<file path="config.mk">
export PLATFORM = sky130hd
export DESIGN_NAME = sd_bd_sched
export DESIGN_NICKNAME = d
export VERILOG_FILES = /design/src/rtl/sd_bd_sched.sv
export SDC_FILE = /design/constraint.sdc
export NUM_CORES = 1
export LEC_CHECK = 0
export CORE_AREA = 2 2 107 109
export DETAILED_ROUTE_END_ITERATION = 8
export DIE_AREA = 0 0 109 111
export PLACE_DENSITY_LB_ADDON = 0.3
export SLEW_MARGIN = 20
export SYNTH_ARGS = -nofsm -noshare
export SYNTH_HDL_FRONTEND = slang
export SYNTH_SLANG_ARGS = --single-unit
</file>
<file path="constraint.sdc">
create_clock -name clk -period 2.2 [get_ports clk]
set_clock_uncertainty 0.2 [all_clocks]
set_input_delay 0.55 -clock clk [delete_from_list [all_inputs] [get_ports clk]]
set_output_delay 0.55 -clock clk [all_outputs]
set_load 0.01 [all_outputs]
</file>
<file path="src/rtl/sd_bd_sched.sv">
`default_nettype none
// ============================================================================
// Module   : sd_bd_sched
// Purpose  : Buffer-descriptor scheduler for the SD host controller.
//            Arbitrates round-robin between the TX (host-to-card) and RX
//            (card-to-host) sd_bd descriptor buffers. Pops one two-word
//            descriptor through the granted slave read port, launches one
//            transfer, waits for completion, error or watchdog timeout, and
//            then frees the descriptor with a one-cycle a_cmp pulse.
//
// Ports    : clk, rst                - clock, synchronous active-low reset
//            en                      - scheduler enable, sampled in IDLE only
//            tx_bd_cnt, rx_bd_cnt    - pending descriptor counts
//            tx_dat_s, rx_dat_s      - sd_bd read data (one cycle after re_s)
//            tx_re_s, rx_re_s        - sd_bd read strobes
//            tx_a_cmp, rx_a_cmp      - descriptor-complete pulses
//            xfer_start              - one-cycle transfer launch pulse
//            xfer_dir                - 1 = TX, 0 = RX
//            xfer_sys_addr           - descriptor word 0
//            xfer_card_addr          - descriptor word 1
//            xfer_done, xfer_err     - transfer master completion / error
//            err_clr                 - clears sticky error status
//            busy                    - high in every state except IDLE
//            err_flag, err_to,
//            err_src                 - sticky error status, timeout flag,
//                                      source buffer (1 = TX)
//
// Revision : 1.0 - initial release
// ============================================================================
module sd_bd_sched #(
    parameter int MEM_W = 32,
    parameter int CNT_W = 5,
    parameter int TO_W  = 16
) (
    input  logic             clk,
    input  logic             rst,
    input  logic             en,
    input  logic [CNT_W-1:0] tx_bd_cnt,
    input  logic [CNT_W-1:0] rx_bd_cnt,
    input  logic [MEM_W-1:0] tx_dat_s,
    input  logic [MEM_W-1:0] rx_dat_s,
    output logic             tx_re_s,
    output logic             rx_re_s,
    output logic             tx_a_cmp,
    output logic             rx_a_cmp,
    output logic             xfer_start,
    output logic             xfer_dir,
    output logic [MEM_W-1:0] xfer_sys_addr,
    output logic [MEM_W-1:0] xfer_card_addr,
    input  logic             xfer_done,
    input  logic             xfer_err,
    input  logic             err_clr,
    output logic             busy,
    output logic             err_flag,
    output logic             err_to,
    output logic             err_src
);

    // ------------------------------------------------------------------------
    // State encoding
    // ------------------------------------------------------------------------
    localparam logic [2:0] c_ST_IDLE  = 3'd0;
    localparam logic [2:0] c_ST_RD0   = 3'd1;
    localparam logic [2:0] c_ST_RD1   = 3'd2;
    localparam logic [2:0] c_ST_CAP   = 3'd3;
    localparam logic [2:0] c_ST_START = 3'd4;
    localparam logic [2:0] c_ST_WAIT  = 3'd5;
    localparam logic [2:0] c_ST_CMP   = 3'd6;
    localparam logic [2:0] c_ST_GAP   = 3'd7;

    // The watchdog is cleared in START and counts once per WAIT cycle. When it
    // holds all-ones-minus-one, the current WAIT cycle is the one in which it
    // reaches all-ones, so the timeout is taken then (2^TO_W-1 WAIT cycles).
    localparam logic [TO_W-1:0] c_WD_ONE  = {{(TO_W-1){1'b0}}, 1'b1};
    localparam logic [TO_W-1:0] c_WD_MAX  = {TO_W{1'b1}};
    localparam logic [TO_W-1:0] c_WD_PRE  = c_WD_MAX - c_WD_ONE;
    localparam logic [TO_W-1:0] c_WD_ZERO = {TO_W{1'b0}};

    // ------------------------------------------------------------------------
    // Registers
    // ------------------------------------------------------------------------
    logic [2:0]       r_state;
    logic             r_prefer_tx;   // 1: TX wins when both buffers pend
    logic             r_dir;
    logic [MEM_W-1:0] r_sys_addr;
    logic [MEM_W-1:0] r_card_addr;
    logic [TO_W-1:0]  r_wd;
    logic             r_err_flag;
    logic             r_err_to;
    logic             r_err_src;

    // ------------------------------------------------------------------------
    // Combinational signals
    // ------------------------------------------------------------------------
    logic [2:0]       w_state_nxt;
    logic             w_req_tx;
    logic             w_req_rx;
    logic             w_grant_tx;
    logic             w_grant;
    logic             w_fail;
    logic             w_fail_to;
    logic [MEM_W-1:0] w_dat_sel;

    assign w_req_tx = |tx_bd_cnt;
    assign w_req_rx = |rx_bd_cnt;

    // A lone requester is always granted; with both pending the pointer
    // picks the buffer that was not served last.
    assign w_grant_tx = w_req_tx & (~w_req_rx | r_prefer_tx);

    // Read data from whichever buffer owns the current descriptor.
    assign w_dat_sel = r_dir ? tx_dat_s : rx_dat_s;

    // ------------------------------------------------------------------------
    // Next-state logic
    // ------------------------------------------------------------------------
    always_comb begin
        w_state_nxt = r_state;
        w_grant     = 1'b0;
        w_fail      = 1'b0;
        w_fail_to   = 1'b0;

        case (r_state)
            c_ST_IDLE: begin
                if (en && (w_req_tx || w_req_rx)) begin
                    w_grant     = 1'b1;
                    w_state_nxt = c_ST_RD0;
                end
            end
            c_ST_RD0:   w_state_nxt = c_ST_RD1;
            c_ST_RD1:   w_state_nxt = c_ST_CAP;
            c_ST_CAP:   w_state_nxt = c_ST_START;
            c_ST_START: w_state_nxt = c_ST_WAIT;
            c_ST_WAIT: begin
                // Error outranks a simultaneous done; done outranks timeout.
                if (xfer_err) begin
                    w_fail      = 1'b1;
                    w_state_nxt = c_ST_CMP;
                end else if (xfer_done) begin
                    w_state_nxt = c_ST_CMP;
                end else if (r_wd == c_WD_PRE) begin
                    w_fail      = 1'b1;
                    w_fail_to   = 1'b1;
                    w_state_nxt = c_ST_CMP;
                end
            end
            c_ST_CMP:   w_state_nxt = c_ST_GAP;
            // One dead cycle lets the sd_bd counts settle after a_cmp.
            c_ST_GAP:   w_state_nxt = c_ST_IDLE;
            default:    w_state_nxt = c_ST_IDLE;
        endcase
    end

    // ------------------------------------------------------------------------
    // State register
    // ------------------------------------------------------------------------
    always_ff @(posedge clk) begin
        if (!rst) begin
            r_state <= c_ST_IDLE;
        end else begin
            r_state <= w_state_nxt;
        end
    end

    // ------------------------------------------------------------------------
    // Grant direction and round-robin pointer
    // ------------------------------------------------------------------------
    always_ff @(posedge clk) begin
        if (!rst) begin
            r_dir       <= 1'b0;
            r_prefer_tx <= 1'b1;
        end else if (w_grant) begin
            r_dir       <= w_grant_tx;
            r_prefer_tx <= ~w_grant_tx;
        end
    end

    // ------------------------------------------------------------------------
    // Descriptor capture: word 0 arrives during RD1, word 1 during CAP.
    // ------------------------------------------------------------------------
    always_ff @(posedge clk) begin
        if (!rst) begin
            r_sys_addr  <= {MEM_W{1'b0}};
            r_card_addr <= {MEM_W{1'b0}};
        end else begin
            if (r_state == c_ST_RD1) begin
                r_sys_addr <= w_dat_sel;
            end
            if (r_state == c_ST_CAP) begin
                r_card_addr <= w_dat_sel;
            end
        end
    end

    // ------------------------------------------------------------------------
    // Transfer watchdog
    // ------------------------------------------------------------------------
    always_ff @(posedge clk) begin
        if (!rst) begin
            r_wd <= c_WD_ZERO;
        end else if (r_state == c_ST_START) begin
            r_wd <= c_WD_ZERO;
        end else if (r_state == c_ST_WAIT) begin
            r_wd <= r_wd + c_WD_ONE;
        end
    end

    // ------------------------------------------------------------------------
    // Sticky error status; recording a new error beats a same-cycle clear.
    // ------------------------------------------------------------------------
    always_ff @(posedge clk) begin
        if (!rst) begin
            r_err_flag <= 1'b0;
            r_err_to   <= 1'b0;
            r_err_src  <= 1'b0;
        end else if (w_fail) begin
            r_err_flag <= 1'b1;
            r_err_to   <= w_fail_to;
            r_err_src  <= r_dir;
        end else if (err_clr) begin
            r_err_flag <= 1'b0;
            r_err_to   <= 1'b0;
            r_err_src  <= 1'b0;
        end
    end

    // ------------------------------------------------------------------------
    // Moore outputs decoded from the registered state only
    // ------------------------------------------------------------------------
    logic w_rd_phase;
    logic w_cmp_phase;

    assign w_rd_phase  = (r_state == c_ST_RD0) || (r_state == c_ST_RD1);
    assign w_cmp_phase = (r_state == c_ST_CMP);

    assign tx_re_s        = w_rd_phase  &  r_dir;
    assign rx_re_s        = w_rd_phase  & ~r_dir;
    assign tx_a_cmp       = w_cmp_phase &  r_dir;
    assign rx_a_cmp       = w_cmp_phase & ~r_dir;
    assign xfer_start     = (r_state == c_ST_START);
    assign xfer_dir       = r_dir;
    assign xfer_sys_addr  = r_sys_addr;
    assign xfer_card_addr = r_card_addr;
    assign busy           = (r_state != c_ST_IDLE);
    assign err_flag       = r_err_flag;
    assign err_to         = r_err_to;
    assign err_src        = r_err_src;

endmodule
`default_nettype wire

</file>
* After elaboration in Yosys (flattened, before gate mapping)
Cells that the tools add are included.
** Cells by class
- $add $sub $neg :: 1
- Equal/unequal tests :: 10
- Multiplexer cells :: 18
- Bitwise operators :: 10
- Reduce and logical (&&, ||, !) cells :: 10
** Operators by type and width (number)
- 32-bit 2-to-1 mux :: 1
- 3-bit one-hot mux with 8 select lines :: 1
- 16-bit by 1-bit adder with 16-bit output (second input constant) :: 1
- 16-bit equality test (second input constant) :: 1
- 3-bit equality test (second input constant) :: 4
- 1-bit 2-to-1 mux :: 12
- 3-bit 2-to-1 mux :: 4
- 5-bit OR reduction :: 2
- 3-bit by 2-bit equality test with 1-bit output (second input constant) :: 2
- 1-bit bitwise AND :: 5
- 4-bit inequality test (second input constant) :: 1
- 1-bit NOT :: 4
- 3-bit by 1-bit equality test with 1-bit output (second input constant) :: 1
- 3-bit zero test :: 1
- 3-bit nonzero test :: 1
- 1-bit logical OR :: 2
- 2-bit inequality test (second input constant) :: 1
- 2-bit AND reduction :: 1
- 2-bit nonzero test :: 1
- 2-bit OR reduction :: 1
- 1-bit logical AND :: 1
- 1-bit bitwise OR :: 1
** Storage, ports and cells
- Bits in registers :: 88
- Output and inout port bits :: 74

* Logic depth before layout (Yosys ltp)
Gate-level depths: netlist of the first run.
- Word-level depth :: 6
- Mapped depth :: 8
- Mapped depth without buffers :: 8

* Worst setup path after synthesis of the first run
Ideal clock, no wire load.
- Path kind :: in2reg
- From :: in rx_bd_cnt[0]
- To :: reg r_state[0]
- Library setup time :: 0.072 ns
- Arrival :: 1.611 ns
- Required time :: 1.928 ns
- Path slack :: 0.318 ns
- Stages on the path :: 5
- Buffers on the path :: 0
- Cell sequence :: or4_4 > nor2_4 > a41oi_4 > o41ai_4 > mux2i_1
** Between the ends
- Word-level cells in the longest chain between the ends :: 5
** Ends and longest elaborated chain
- start, declared :: line 39 : input logic [CNT_W-1:0] rx_bd_cnt,
- 5-bit OR reduction :: line 105 : assign w_req_rx = |rx_bd_cnt;
- 1-bit logical OR :: line 125 : if (en && (w_req_tx || w_req_rx)) begin
- 1-bit logical AND :: line 125
- 2-bit inequality test (no line)
- 2-bit AND reduction (no line)
- end signal, assigned :: line 159 : r_state <= c_ST_IDLE;
- end signal, assigned :: line 161 : r_state <= w_state_nxt;
- end, declared :: line 82 : logic [2:0] r_state;
No other way between the ends.
A chain may end at the register's enable or synchronous reset.

* Worst setup path after layout of the first run
- From :: reg r_state[1]
- To :: out busy
** Between the ends
- Word-level cells in the longest chain between the ends :: 1
** Ends and longest elaborated chain
- 3-bit nonzero test :: line 244 : assign busy = (r_state != c_ST_IDLE);
- end, declared :: line 53 : output logic busy,
No other way between the ends.

==> flow_summary.yaml, run 1 <==
finish:
  finalNetCount: 632
  ff_latch_area_sq_mm: 0.00177
  diodes: 0
  multi_input_area_sq_mm: 0.00186
  syn2layout_area_growth_pct: 55.5
  fillers: 1024
  fin_cells: 694
  final_layout_size_suffix_gt1_frac: 0.109
synthesis:
  mappedNetlistNets: 481
  ys.flop_type: "dfxtp_1"
  synth_edf_count: 0
  ys_ff_latch: 88
  avgSynthCellArea_sq_um: 9.47
  synthDistinctLibCells: 43
  synth_area_sq_mm: 0.00374
  seq_area_frac_synth: 0.471
  async_flop_share: 0
  synth_warnings: 0
  synth_cells: 395
timing:
  rsz0062_at_grt: "false"
  fin_crit_ps: 2120
  maxSlewViolCount: 0
  hold_violations: 0
  final.period_utilization: 0.964
  setup_viol: 0
  worst_slew_pin_slew_ps: 511
  relSlewSlack: 0.659
  fmax_mhz: 471
  fin_tns_setup_ps: 0
  hold_slack_ps: 272
global_route:
  grt_max_degree: 37
  antenna_found_initial: 0
  grt_pass1_wl_um: 16100
  grt_pass1_vias: 3283
  track_usage: 0.169
  grt_overflow: 0
cts:
  htreeDepth: 3
  cts_buffers: 9
  clkSlewWorstSetupHoldPaths_ps: 60
  cts-root-buf: "clkbuf_16"
  insertion_delay_ps: 330
  cts_buffer_depth: 2
  cts_tree: "built"
  clock-sinks: 88
  cts_setup_buffers: 0
worst_setup_path:
  critPathMaxStageDelay_ps: 340
  cp_common_cell: "inv_2"
  slowest_stage: "dfxtp_2"
  crit_type: "reg -> out"
  worstSetupEndpointType: "output pin"
  arrival_ps: 1370
  reg2reg_depth: 7
  cp.required_ps: 1450
  path_cells: "inv_2 > ha_4 > nor2b_4 > inv_2 > clkdlybuf4s15_2"
  r2r-start: "r_state[1]$_SDFFE_PN0P_"
  crit_path_start_kind: "register"
  r2r_slack_ps: 200
  cp_num_buf_inv: 3
  crit_family: "buffers and inverters"
  reg2reg_to: "r_wd[8]$_SDFFE_PP0N_"
  critPathMaxFanout: 4
floorplanning:
  rows: 39
  die_h_um: 111
  core_area_sq_mm: 0.0111
  fp.dieW_um: 109
  io-pin-count: 154
  dieArea_sq_mm: 0.0121
  initial_core_util: 0.338
min_path:
  hp-start: "err_flag$_SDFFE_PN0P_"
  hold_depth: 2
  hold_path_class: "reg -> reg"
  whs_endpoint: "err_flag$_SDFFE_PN0P_"
routing:
  drc: 0
  dr.first_iter.drc_count: 96
  wl_um: 9820
  wl_per_cell_um: 14.1
  antenna_left: 0
  vias_per_cell: 4.81
  routed-via-count: 3338
  dr.pass1.iters: 4
power_and_ir_drop:
  vdd_drop_max_uv: 488
  cellInternalPower_uw: 4240
  switching_power_uw: 1880
  power.density_mw_per_mm2: 1050
  p_leak_uw: 0.00204
  swShare: 0.307
  clkPwrFrac: 0.264
  combPwrFrac: 0.378
  seqPwrFrac: 0.358
flow_run:
  maxCapViolCount: 0
placement:
  port_buffers: 153
  placed_cells: 678
  place.detailed.hpwl_um: 7420
  place_congestion: 0.750
status:
  status: "finished, final reports clean"
==> cell families after synthesis <==
group	after synthesis	synth area share
AOI/OAI and AO/OA	83	0.172
xor gates and xnor gates	13	0.0304
muxes	34	0.0910
and+or+nand+nor	134	0.172
DFF	88	0.471
adders and majority gates	6	0.0201
buffers and inverters	37	0.0435
==> power groups by stage <==
stage	clock network [uW]	registers, uW	logic (uW)
floorplan	0	2340	998
finish	1620	2190	2320
CTS	1660	2180	2320
global placement	0	2200	2300
detailed placement	0	2210	2320
global route	1740	2240	2540
==> state kept, by name (all words and copies together), names as in the netlist <==
register        flops
xfer_card_addr     32
xfer_sys_addr      32
r_wd               16
r_state             3
err_flag            1
err_src             1
err_to              1
r_prefer_tx         1
xfer_dir            1
==> cell usage in the layout (no fill, tap or decap), types with 4 or more instances in the layout <==
cell             instances
mux2i_1                 34
and3_1                   5
dfxtp_1                 84
buf_4                   14
clkbuf_16                9
clkdlybuf4s50_1        147
a21oi_1                  5
nand4_1                  5
nor2_1                  81
nand3_1                  5
dfxtp_2                  4
ha_1                     4
a211oi_1                65
inv_1                    4
nand2_1                 15
xor2_1                  10
==> stage by stage <==
stage	worst slack [ps]	power, uW	cell area (sq um)	utilization
global placement	-139	4490	5480	0.495
floorplan	318	3340	3740	-
global route	2.80	6520	5810	0.525
CTS	8.19	6160	5790	0.522
finish	78.6	6120	5810	0.525
detailed placement	-152	4530	5480	0.495
==> cells in the mapped netlist (2+ instances only) <==
cell type,number,area share
dfxtp_1,88,0.47
ha_1,6,0.020
nand4_1,5,0.0084
mux2i_1,34,0.091
buf_4,3,0.0060
nand3_1,5,0.0067
nor2b_1,3,0.0050
or3_1,3,0.0050
buf_1,2,0.0020
nand2_1,15,0.015
a21oi_1,5,0.0067
xor2_1,10,0.023
xnor2_1,3,0.0070
o21ai_0,2,0.0027
o21ai_1,2,0.0027
clkbuf_1,14,0.014
nor2_1,82,0.082
inv_2,2,0.0020
o211ai_1,3,0.0060
buf_2,10,0.013
and3_1,5,0.0084
a211oi_1,65,0.13
inv_1,6,0.0060
nor3_1,2,0.0027
and4_1,2,0.0047
==> cell type report <==
type                    count  share of cell area
clock buffers              13              0.0430
clock inverters             3              0.0112
inverters                   8             0.00560
multi-input cells         270               0.321
flip-flops and latches     88               0.304
well taps                 143              0.0308
repair buffers            169               0.285
==> worst min-delay path, stage by stage (launching register included) <==
cell	delay (ps)
dfxtp_1	310
nand3_1	60
o31ai_1	50
==> worst max path at each step <==
stage                            start                       to  slack [ps]  depth (start not counted)
2_1_floorplan             rx_bd_cnt[0]  r_state[0]$_SDFFE_PN0P_         320                          5
3_3_place_gp              rx_bd_cnt[0]  r_state[0]$_SDFFE_PN0P_        -140                          6
3_5_place_dp              rx_bd_cnt[0]  r_state[1]$_SDFFE_PN0P_        -150                          6
4_1_cts        r_state[0]$_SDFFE_PN0P_                     busy           8                          5
5_1_grt        r_state[1]$_SDFFE_PN0P_                     busy           3                          5
6_report       r_state[1]$_SDFFE_PN0P_                     busy          80                          5
==> layer usage <==
layer	up-vias	part of all wire	GRT usage
li1	1706	-	-
met2	94	0.46	0.267
met5	-	0	0
met3	8	0.090	0.0694
met1	1530	0.43	0.205
met4	0	0.011	0.0590
==> what timing repair did <==
action,in CTS,in global routing
pin swaps,0,1
setup endpoints to repair,6,7
resized for setup,21,12
hold buffers,0,0
Power figures use the tool's default switching activity.
==> run 2: changes to the inputs <==
- CTS_BUF_LIST: not set -> sky130_fd_sc_hd__clkbuf_8 sky130_fd_sc_hd__clkbuf_16
- CTS_CLUSTER_SIZE: not set -> 25
==> flow_summary.yaml, run 2 (synthesis results as in run 1) <==
status:
  status: "finished, final reports clean"
power_and_ir_drop:
  switching_power_uw: 1880
  seqPwrFrac: 0.358
  total_power_uw: 6110
  p_leak_uw: 0.00205
  clkPwrFrac: 0.262
  cellInternalPower_uw: 4230
  swShare: 0.308
  power.density_mw_per_mm2: 1050
  vdd_drop_max_uv: 488
  combPwrFrac: 0.379
floorplanning:
  die_h_um: 111
  fp.dieW_um: 109
  rows: 39
  initial_core_util: 0.338
  dieArea_sq_mm: 0.0121
  io-pin-count: 154
  core_area_sq_mm: 0.0111
cts:
  clkSlewWorstSetupHoldPaths_ps: 60
  clock-sinks: 88
  cts_setup_buffers: 0
  htreeDepth: 3
  insertion_delay_ps: 330
  cts-root-buf: "clkbuf_16"
  cts_tree: "built"
  cts_buffer_depth: 2
  cts_buffers: 9
timing:
  worst_slew_pin_slew_ps: 510
  relSlewSlack: 0.660
  rsz0062_at_grt: "false"
  hold_slack_ps: 272
  setup_viol: 0
  final.period_utilization: 0.963
  fin_crit_ps: 2120
  hold_violations: 0
  fmax_mhz: 472
  maxSlewViolCount: 0
finish:
  final_util: 0.525
  final_common_cell: "clkdlybuf4s50_1"
  fillers: 1024
  final_layout_size_suffix_gt1_frac: 0.109
  finalNetCount: 632
  diodes: 0
  syn2layout_area_growth_pct: 55.5
  layout.cells.most_common_list: "clkdlybuf4s50_1, dfxtp_1, nor2_1"
worst_setup_path:
  crit_path_start_kind: "register"
  critPathMaxFanout: 4
  reg2reg_depth: 7
  arrival_ps: 1370
  slowest_stage: "dfxtp_2"
  crit_type: "reg -> out"
  critPathMaxStageDelay_ps: 340
  r2r-start: "r_state[1]$_SDFFE_PN0P_"
  worstSetupEndpointType: "output pin"
  path_cells: "inv_2 > ha_4 > nor2b_4 > inv_2 > clkdlybuf4s15_2"
  cp.required_ps: 1450
  r2r_slack_ps: 200
  reg2reg_to: "r_wd[8]$_SDFFE_PP0N_"
  cp_common_cell: "inv_2"
placement:
  place.detailed.hpwl_um: 7420
  place_congestion: 0.750
  port_buffers: 153
min_path:
  whs_endpoint: "err_flag$_SDFFE_PN0P_"
  hp-start: "err_flag$_SDFFE_PN0P_"
  hold_depth: 2
  hold_path_class: "reg -> reg"
routing:
  wl_per_cell_um: 14.1
  vias_per_cell: 4.82
  dr.pass1.iters: 4
  routed-via-count: 3342
  drc: 0
  wl_um: 9800
  dr.first_iter.drc_count: 112
  antenna_left: 0
global_route:
  antenna_found_initial: 0
  track_usage: 0.169
  grt_max_degree: 37
  grt_pass1_wl_um: 16200
  grt_overflow: 0
  grt_pass1_vias: 3286
flow_run:
  maxCapViolCount: 0
run 2: layout make-up:
class | count | area (sq um) | area share
Multi-Input combinational cell | 270 | 1860 | 0.321
Sequential cell | 88 | 1770 | 0.304
Timing Repair Buffer | 169 | 1660 | 0.285
Clock buffer | 10 | 239 | 0.0411
Tap cell | 143 | 179 | 0.0308
Clock inverter | 6 | 76.3 | 0.0131
Inverter | 8 | 32.5 | 0.00560
run 2: power groups by stage:
stage | clock network, uW | registers (uW) | logic (uW)
global route | 1730 | 2240 | 2540
detailed placement | 0 | 2210 | 2320
global placement | 0 | 2200 | 2300
CTS | 1640 | 2180 | 2320
finish | 1600 | 2190 | 2320
floorplan | 0 | 2340 | 998
run 2: worst max-delay path: cells and delay by family, from the launching register on:
kind | cells | cell delay [ps]
flops | 1 | 340
buf+inv | 3 | 350
simple gates | 1 | 200
fa+ha+maj | 1 | 140
run 2: worst max-delay path by stage:
stage | startpoint | endpoint | slack [ps] | cells past startpoint
after floorplan | rx_bd_cnt[0] | r_state[0]$_SDFFE_PN0P_ | 320 | 5
after detailed placement | rx_bd_cnt[0] | r_state[1]$_SDFFE_PN0P_ | -150 | 6
final | r_state[1]$_SDFFE_PN0P_ | busy | 80 | 5
after CTS | r_state[0]$_SDFFE_PN0P_ | busy | 8 | 5
after global routing | r_state[1]$_SDFFE_PN0P_ | busy | 3 | 5
after global placement | rx_bd_cnt[0] | r_state[0]$_SDFFE_PN0P_ | -140 | 6
run 2: per-layer routing:
layer | GRT usage | part of all wire | routed length (um)
met1 | 0.205 | 0.43 | 4240
met2 | 0.267 | 0.47 | 4570
met3 | 0.0694 | 0.089 | 876
met4 | 0.0590 | 0.011 | 112
met5 | 0 | 0 | 0
run 2: repair_timing:
| item | in CTS | in global routing |
|---|---|---|
| gates resized for setup | 21 | 12 |
| pin swaps | 0 | 1 |
| setup endpoints to repair | 6 | 7 |
| hold buffers | 0 | 0 |
run 2: through the flow:
| step | TNS [ps] | cells | setup slack (ps) | instance area [sq um] |
|---|---|---|---|---|
| detailed placement | -397 | 678 | -152 | 5480 |
| global route | 0 | 694 | 2.80 | 5810 |
| finish | 0 | 694 | 80.6 | 5810 |
| floorplan | 0 | 395 | 318 | 3740 |
| CTS | 0 | 694 | 8.19 | 5790 |
| global placement | -342 | 678 | -139 | 5480 |
